**src/rtl/conv_pkg.sv**
```systemverilog
`default_nettype none
// ============================================================================
// Module      : conv_pkg
// Description : Shared types for the convolution tap address generator.
// Revision    : 1.0 - initial release
// ============================================================================
package conv_pkg;

   localparam int DEF_ADDR_WIDTH = 16;
   localparam int COORD_WIDTH    = DEF_ADDR_WIDTH + 1;

   typedef logic signed [COORD_WIDTH-1:0] coord_t;

   typedef enum logic [1:0] {
      ST_IDLE = 2'd0,
      ST_RUN  = 2'd1,
      ST_FIN  = 2'd2
   } state_t;

endpackage
`default_nettype wire

```
**src/rtl/conv_tap_counter.sv**
```systemverilog
`default_nettype none
// ============================================================================
// Module      : conv_tap_counter
// Description : Wrapping loop index with a stepped accumulator cleared on wrap.
// Revision    : 1.0 - initial release
// ============================================================================
module conv_tap_counter #(
   parameter int ADDR_WIDTH = 16,
   parameter int ACC_WIDTH  = 17
) (
   input  logic                  clk,
   input  logic                  rst_n,
   input  logic                  clr,
   input  logic                  inc,
   input  logic [ADDR_WIDTH-1:0] limit,
   input  logic [ACC_WIDTH-1:0]  step,
   output logic [ADDR_WIDTH-1:0] idx,
   output logic [ACC_WIDTH-1:0]  acc,
   output logic                  last,
   output logic                  wrap
);

   logic [ADDR_WIDTH-1:0] r_idx;
   logic [ACC_WIDTH-1:0]  r_acc;

   assign last = (r_idx == (limit - ADDR_WIDTH'(1)));
   // wrap doubles as the carry into the next-outer counter
   assign wrap = inc & last;
   assign idx  = r_idx;
   assign acc  = r_acc;

   always_ff @(posedge clk) begin
      if (!rst_n || clr) begin
         r_idx <= '0;
         r_acc <= '0;
      end else if (inc) begin
         if (last) begin
            r_idx <= '0;
            r_acc <= '0;
         end else begin
            r_idx <= r_idx + ADDR_WIDTH'(1);
            r_acc <= r_acc + step;
         end
      end
   end

endmodule
`default_nettype wire

```
**src/rtl/conv_tap_addr_gen.sv**
```systemverilog
`default_nettype none
// ============================================================================
// Module      : conv_tap_addr_gen
// Description : Walks every (output pixel, kernel tap) pair and emits the
//               signed input coordinate plus pad/last flags per beat.
// Revision    : 1.0 - initial release
// ============================================================================
module conv_tap_addr_gen
   import conv_pkg::*;
#(
   parameter int ADDR_WIDTH = 16,
   parameter int CFG_WIDTH  = 4
) (
   input  logic                  clk,
   input  logic                  rst_n,
   input  logic                  start,
   input  logic [ADDR_WIDTH-1:0] in_h,
   input  logic [ADDR_WIDTH-1:0] in_w,
   input  logic [ADDR_WIDTH-1:0] out_h,
   input  logic [ADDR_WIDTH-1:0] out_w,
   input  logic [ADDR_WIDTH-1:0] k_h,
   input  logic [ADDR_WIDTH-1:0] k_w,
   input  logic [CFG_WIDTH-1:0]  stride,
   input  logic [CFG_WIDTH-1:0]  padding,
   input  logic [CFG_WIDTH-1:0]  dilation,
   output logic                  busy,
   output logic                  done,
   output logic                  out_valid,
   input  logic                  out_ready,
   output logic [ADDR_WIDTH:0]   out_row,
   output logic [ADDR_WIDTH:0]   out_col,
   output logic [ADDR_WIDTH-1:0] out_oy,
   output logic [ADDR_WIDTH-1:0] out_ox,
   output logic [ADDR_WIDTH-1:0] out_ky,
   output logic [ADDR_WIDTH-1:0] out_kx,
   output logic                  out_pad,
   output logic                  out_last_tap,
   output logic                  out_last
);

   localparam int C_COORD_W = ADDR_WIDTH + 1;

   state_t                r_state;
   logic                  r_busy;
   logic                  r_done;
   logic                  r_valid;
   logic [ADDR_WIDTH-1:0] r_in_h;
   logic [ADDR_WIDTH-1:0] r_in_w;
   logic [ADDR_WIDTH-1:0] r_out_h;
   logic [ADDR_WIDTH-1:0] r_out_w;
   logic [ADDR_WIDTH-1:0] r_k_h;
   logic [ADDR_WIDTH-1:0] r_k_w;
   logic [CFG_WIDTH-1:0]  r_stride;
   logic [CFG_WIDTH-1:0]  r_padding;
   logic [CFG_WIDTH-1:0]  r_dilation;

   logic                  w_start_ok;
   logic                  w_zero;
   logic                  w_fire;
   logic [C_COORD_W-1:0]  w_stride_ext;
   logic [C_COORD_W-1:0]  w_dil_ext;
   logic [C_COORD_W-1:0]  w_pad_ext;

   logic [ADDR_WIDTH-1:0] w_oy_idx, w_ox_idx, w_ky_idx, w_kx_idx;
   logic [C_COORD_W-1:0]  w_oy_acc, w_ox_acc, w_ky_acc, w_kx_acc;
   logic                  w_oy_last, w_ox_last, w_ky_last, w_kx_last;
   logic                  w_oy_wrap, w_ox_wrap, w_ky_wrap, w_kx_wrap;

   logic signed [C_COORD_W-1:0] w_row;
   logic signed [C_COORD_W-1:0] w_col;
   logic                        w_pad;
   logic                        w_last_tap;
   logic                        w_last;

   assign w_start_ok   = (r_state == ST_IDLE) & start;
   assign w_zero       = (out_h == '0) | (out_w == '0) | (k_h == '0) | (k_w == '0);
   assign w_fire       = r_valid & out_ready;
   assign w_stride_ext = {{(C_COORD_W-CFG_WIDTH){1'b0}}, r_stride};
   assign w_dil_ext    = {{(C_COORD_W-CFG_WIDTH){1'b0}}, r_dilation};
   assign w_pad_ext    = {{(C_COORD_W-CFG_WIDTH){1'b0}}, r_padding};

   // Innermost kx steps on every transfer; each wrap carries outward.
   conv_tap_counter #(.ADDR_WIDTH(ADDR_WIDTH), .ACC_WIDTH(C_COORD_W)) u_kx (
      .clk(clk), .rst_n(rst_n), .clr(w_start_ok), .inc(w_fire),
      .limit(r_k_w), .step(w_dil_ext),
      .idx(w_kx_idx), .acc(w_kx_acc), .last(w_kx_last), .wrap(w_kx_wrap)
   );

   conv_tap_counter #(.ADDR_WIDTH(ADDR_WIDTH), .ACC_WIDTH(C_COORD_W)) u_ky (
      .clk(clk), .rst_n(rst_n), .clr(w_start_ok), .inc(w_kx_wrap),
      .limit(r_k_h), .step(w_dil_ext),
      .idx(w_ky_idx), .acc(w_ky_acc), .last(w_ky_last), .wrap(w_ky_wrap)
   );

   conv_tap_counter #(.ADDR_WIDTH(ADDR_WIDTH), .ACC_WIDTH(C_COORD_W)) u_ox (
      .clk(clk), .rst_n(rst_n), .clr(w_start_ok), .inc(w_ky_wrap),
      .limit(r_out_w), .step(w_stride_ext),
      .idx(w_ox_idx), .acc(w_ox_acc), .last(w_ox_last), .wrap(w_ox_wrap)
   );

   conv_tap_counter #(.ADDR_WIDTH(ADDR_WIDTH), .ACC_WIDTH(C_COORD_W)) u_oy (
      .clk(clk), .rst_n(rst_n), .clr(w_start_ok), .inc(w_ox_wrap),
      .limit(r_out_h), .step(w_stride_ext),
      .idx(w_oy_idx), .acc(w_oy_acc), .last(w_oy_last), .wrap(w_oy_wrap)
   );

   assign w_row = w_oy_acc + w_ky_acc - w_pad_ext;
   assign w_col = w_ox_acc + w_kx_acc - w_pad_ext;

   assign w_pad = (w_row < 0) | (w_row >= $signed({1'b0, r_in_h})) |
                  (w_col < 0) | (w_col >= $signed({1'b0, r_in_w}));
   assign w_last_tap = w_ky_last & w_kx_last;
   assign w_last     = w_last_tap & w_oy_last & w_ox_last;

   always_ff @(posedge clk) begin
      if (!rst_n) begin
         r_state    <= ST_IDLE;
         r_busy     <= 1'b0;
         r_done     <= 1'b0;
         r_valid    <= 1'b0;
         r_in_h     <= '0;
         r_in_w     <= '0;
         r_out_h    <= '0;
         r_out_w    <= '0;
         r_k_h      <= '0;
         r_k_w      <= '0;
         r_stride   <= '0;
         r_padding  <= '0;
         r_dilation <= '0;
      end else begin
         case (r_state)
            ST_IDLE: begin
               if (start) begin
                  r_in_h     <= in_h;
                  r_in_w     <= in_w;
                  r_out_h    <= out_h;
                  r_out_w    <= out_w;
                  r_k_h      <= k_h;
                  r_k_w      <= k_w;
                  r_stride   <= (stride == '0) ? CFG_WIDTH'(1) : stride;
                  r_padding  <= padding;
                  r_dilation <= (dilation == '0) ? CFG_WIDTH'(1) : dilation;
                  r_busy     <= 1'b1;
                  if (w_zero) begin
                     r_state <= ST_FIN;
                     r_done  <= 1'b1;
                  end else begin
                     r_state <= ST_RUN;
                     r_valid <= 1'b1;
                  end
               end
            end
            ST_RUN: begin
               // oy wrapping is exactly the handshake of the final beat
               if (w_oy_wrap) begin
                  r_state <= ST_FIN;
                  r_valid <= 1'b0;
                  r_done  <= 1'b1;
               end
            end
            ST_FIN: begin
               r_state <= ST_IDLE;
               r_done  <= 1'b0;
               r_busy  <= 1'b0;
            end
            default: r_state <= ST_IDLE;
         endcase
      end
   end

   assign busy         = r_busy;
   assign done         = r_done;
   assign out_valid    = r_valid;
   assign out_row      = r_valid ? w_row : '0;
   assign out_col      = r_valid ? w_col : '0;
   assign out_oy       = w_oy_idx;
   assign out_ox       = w_ox_idx;
   assign out_ky       = w_ky_idx;
   assign out_kx       = w_kx_idx;
   assign out_pad      = r_valid & w_pad;
   assign out_last_tap = r_valid & w_last_tap;
   assign out_last     = r_valid & w_last;

endmodule
`default_nettype wire

```
**config.mk**
```make
export PLATFORM = sky130hd
export DESIGN_NAME = conv_tap_addr_gen
export DESIGN_NICKNAME = d
export VERILOG_FILES = /design/src/rtl/conv_pkg.sv /design/src/rtl/conv_tap_counter.sv /design/src/rtl/conv_tap_addr_gen.sv
export SDC_FILE = /design/constraint.sdc
export NUM_CORES = 1
export LEC_CHECK = 0
export ABC_AREA = 1
export CAP_MARGIN = 25
export CORE_ASPECT_RATIO = 1.25
export CORE_UTILIZATION = 40
export DETAILED_ROUTE_END_ITERATION = 16
export PLACE_DENSITY_LB_ADDON = 0.2
export REMOVE_ABC_BUFFERS = 1
export SYNTH_ARGS = -nofsm -noshare
export SYNTH_HDL_FRONTEND = slang
export SYNTH_SLANG_ARGS = --single-unit
```
**constraint.sdc**
```tcl
create_clock -name clk -period 15.1 [get_ports clk]
set_input_delay 3.02 -clock clk [delete_from_list [all_inputs] [get_ports clk]]
set_output_delay 3.02 -clock clk [all_outputs]
set_load 0.02 [all_outputs]
```
==> out/metrics.csv <==
metric,value,unit
Final Setup Violations,0,
flop-to-flop setup slack,11.33,ns
Post-CTS Resized,0,
fin. max-slew vios,0,
Worst-Margin Slew,0.9806,ns
Sw Pwr,849.0,uW
CP dominant cell by count,nand2_1,
Die Ht,235.9,um
Netlist cell types,53,
minimum clock period,8.598,ns
grt total ovfl,0,
crit-path leading delay family,compound AO/OA/AOI/OAI gates,
hold crit path type,reg -> reg,
sum of negative setup slack,0,ns
Hold Slack,0.4631,ns
cts-stage hold buffer count,0,
post-synth top area share,0.2803,
DIE AREA,44600,um^2
post-layout util,0.4887,
WP data required,12.08,ns
area grow syn2layout,20.28,%
post-DR wirelength/cell,15.86,um
clock latency on the worst-skew pair,0.59,ns
Clock transition at path regs,0.06,ns
Initial Utilization,0.4063,
clock power share,0.302,
CTS tree,built,
combinational power share,0.367,
Critical path origin,u_oy.acc[1],
Levels on crit path,26,
clk sinks,245,
PwrDens,106.6,nW/um^2
met2 Use GR,0.4129,
Fin. Hold Viols,0,
static leakage,0.008976,uW
"Largest stage delay, worst path",0.58,ns
busiest grt layer,met2,
Total GRT Usage,0.2379,
Max Root-Sink Buffers,3,
R2R cell count,16,
Sw Share,0.3783,
largest net degree at the start of global routing,101,
share of cells above drive strength 1,0.03457,
vias per cell,5.175,
"top cells by area, synth","dfxtp_1 28%, nand2_1 11%, ha_1 8.2%, inv_1 7.6%, nor2_1 7.2%",
Syn Std Cell Area,17500,um^2
Core Area,43070,um^2
CTS root buf,clkbuf_16,
M1 GR Usage,0.2946,
Reg2Reg Launch Point,r_k_w[0],
Final period util,0.5694,
IO Pins,216,
H-tree levels,1,
Gate Count Post-Synth,2641,
critical path data arrival time,5.58,ns
post-route antenna net violation count,0,
vias in the first global route,16962,
CP max stage cell,clkdlybuf4s50_1,
Main synth FF type,dfxtp_1,
met3 usage,0.03928,
maxcap violations,0,
DR iter-0 viols,1019,
sequential area share after synthesis,0.2803,
most frequent cells after synthesis,"500 x nand2_1, 356 x inv_1, 334 x nor2_1",
skew final,0.02901,ns
row count,85,
CP Capture Type,output port,
Synth warnings,0,
Worst Setup EP,out_pad,
First-pass DRT Iterations,5,
DR DRC count,0,
"EDFF count, synth",0,
ys async rst share,0,
Cell Int Power,1395,uW
ant diodes,0,
leading area contributor after synthesis,dfxtp_1,
max_slew headroom,0.3456,
final WL,53.92,mm
final net count,3055,
power share of the sequential group,0.331,
total number of vias,17595,
maximum fanout along the worst path,4,
most frequent cell after synthesis,nand2_1,
register bit total from synthesis,245,
Crit Path Class,reg -> out,
first-pass GRT wire length,86.12,mm
worst ir drop on vdd,0.00009203,V
antenna violations before repair,1,
worst path bufs/invs,5,
Setup crit start kind,register,
postcts setup bufs,0,
upper clock frequency limit,0.1163,GHz
unrepaired setup endpoints after global routing,no,
dpl hpwl,41.26,mm
die width,189.1,um
outcome,finished clean,
PnR Total Power,2244,uW
CTS Buf Count,30,
"Avg Cell Area, Syn",6.626,um^2
Worst R2R End,u_oy.acc[7],
RD Place Congestion,0.9349,
IO buf count,215,
power by group through the flow:
| stage | registers, uW | clock network (uW) | logic [uW] |
|---|---|---|---|
| CTS | 742 | 700 | 824 |
| floorplan | 748 | 0 | 557 |
| detailed placement | 755 | 0 | 819 |
| global placement | 755 | 0 | 805 |
| finish | 743 | 678 | 824 |
| global route | 748 | 723 | 926 |
metrics by stage:
| stage | setup WS [ns] | std cells | cell area, um^2 |
|---|---|---|---|
| 5_1_grt | 6.038 | 3400 | 21050 |
| 2_1_floorplan | 7.279 | 2559 | 17140 |
| 3_5_place_dp | 7.133 | 3349 | 20120 |
| 4_1_cts | 6.495 | 3399 | 21030 |
| 6_report | 6.502 | 3400 | 21050 |
| 3_3_place_gp | 7.220 | 3347 | 20070 |
cells in the final DEF (no fill, tap or decap), types with 7 or more instances in the layout:
master / instances
nor2_1: 333
o21ai_0: 150
buf_4: 8
nor3b_1: 11
nand3b_1: 27
clkbuf_16: 30
nand4_1: 68
nand3_1: 157
o21ai_1: 7
xor2_1: 140
fa_1: 12
inv_2: 7
inv_1: 356
a21oi_1: 211
clkbuf_1: 7
or2_2: 12
ha_1: 114
a211oi_1: 7
nand2_1: 500
dfxtp_1: 245
clkdlybuf4s50_1: 214
xnor2_1: 34
nor3_1: 66
nor4_1: 38
flip-flops by register name, summed over array words and instances (netlist names), 2 cells and up:
signal / flops
u_ox.acc: 17
r_state: 2
u_kx.acc: 17
u_oy.idx: 16
r_dilation: 4
u_ky.acc: 17
r_in_w: 16
r_out_w: 16
u_ox.idx: 16
r_k_h: 16
r_padding: 4
r_out_h: 16
u_oy.acc: 17
u_kx.idx: 16
r_in_h: 16
r_stride: 4
u_ky.idx: 16
r_k_w: 16
layout make-up:
type	count	area, um^2
fill	4423	22020
multi-input combinational	1948	10870
sequential	245	4905
timing repair buffer	226	2282
inverter	366	1381
clock buffer	43	859.6
tap	565	706.9
clock inverter	7	46.29
tightest hold or removal path: stages, from the launching register on:
cell and delay (ns):
dfxtp_1 0.29, inv_1 0.06, a21oi_1 0.06
cell families after synthesis:
kind of cell    count (synthesis)  share of synthesized area
xor+xnor                      174                    0.08708
flops                         245                     0.2803
simple gates                 1240                     0.3154
buf+inv                       448                    0.09916
fa+ha+maj                     126                    0.09523
compound gates                408                     0.1229
worst min path at each step:
stage | startpoint | slack [ns] | end | cells past startpoint
2_1_floorplan | r_in_h[10] | 0.43 | r_in_h[10] | 2
3_3_place_gp | u_ox.acc[15] | 0.45 | u_ox.acc[15] | 2
3_5_place_dp | r_in_w[1] | 0.46 | r_in_w[1] | 2
4_1_cts | r_in_w[1] | 0.47 | r_in_w[1] | 2
5_1_grt | r_in_h[2] | 0.48 | r_in_h[2] | 2
6_report | r_in_w[1] | 0.46 | r_in_w[1] | 2
metal layers:
metal / up-vias / share of wire
met3: 93 / 0.060
met1: 8040 / 0.43
met4: 2 / 0.032
li1: 8967 / -
met5: - / 0.00030
met2: 493 / 0.48
Note: power is estimated with default switching activity, not from simulation.
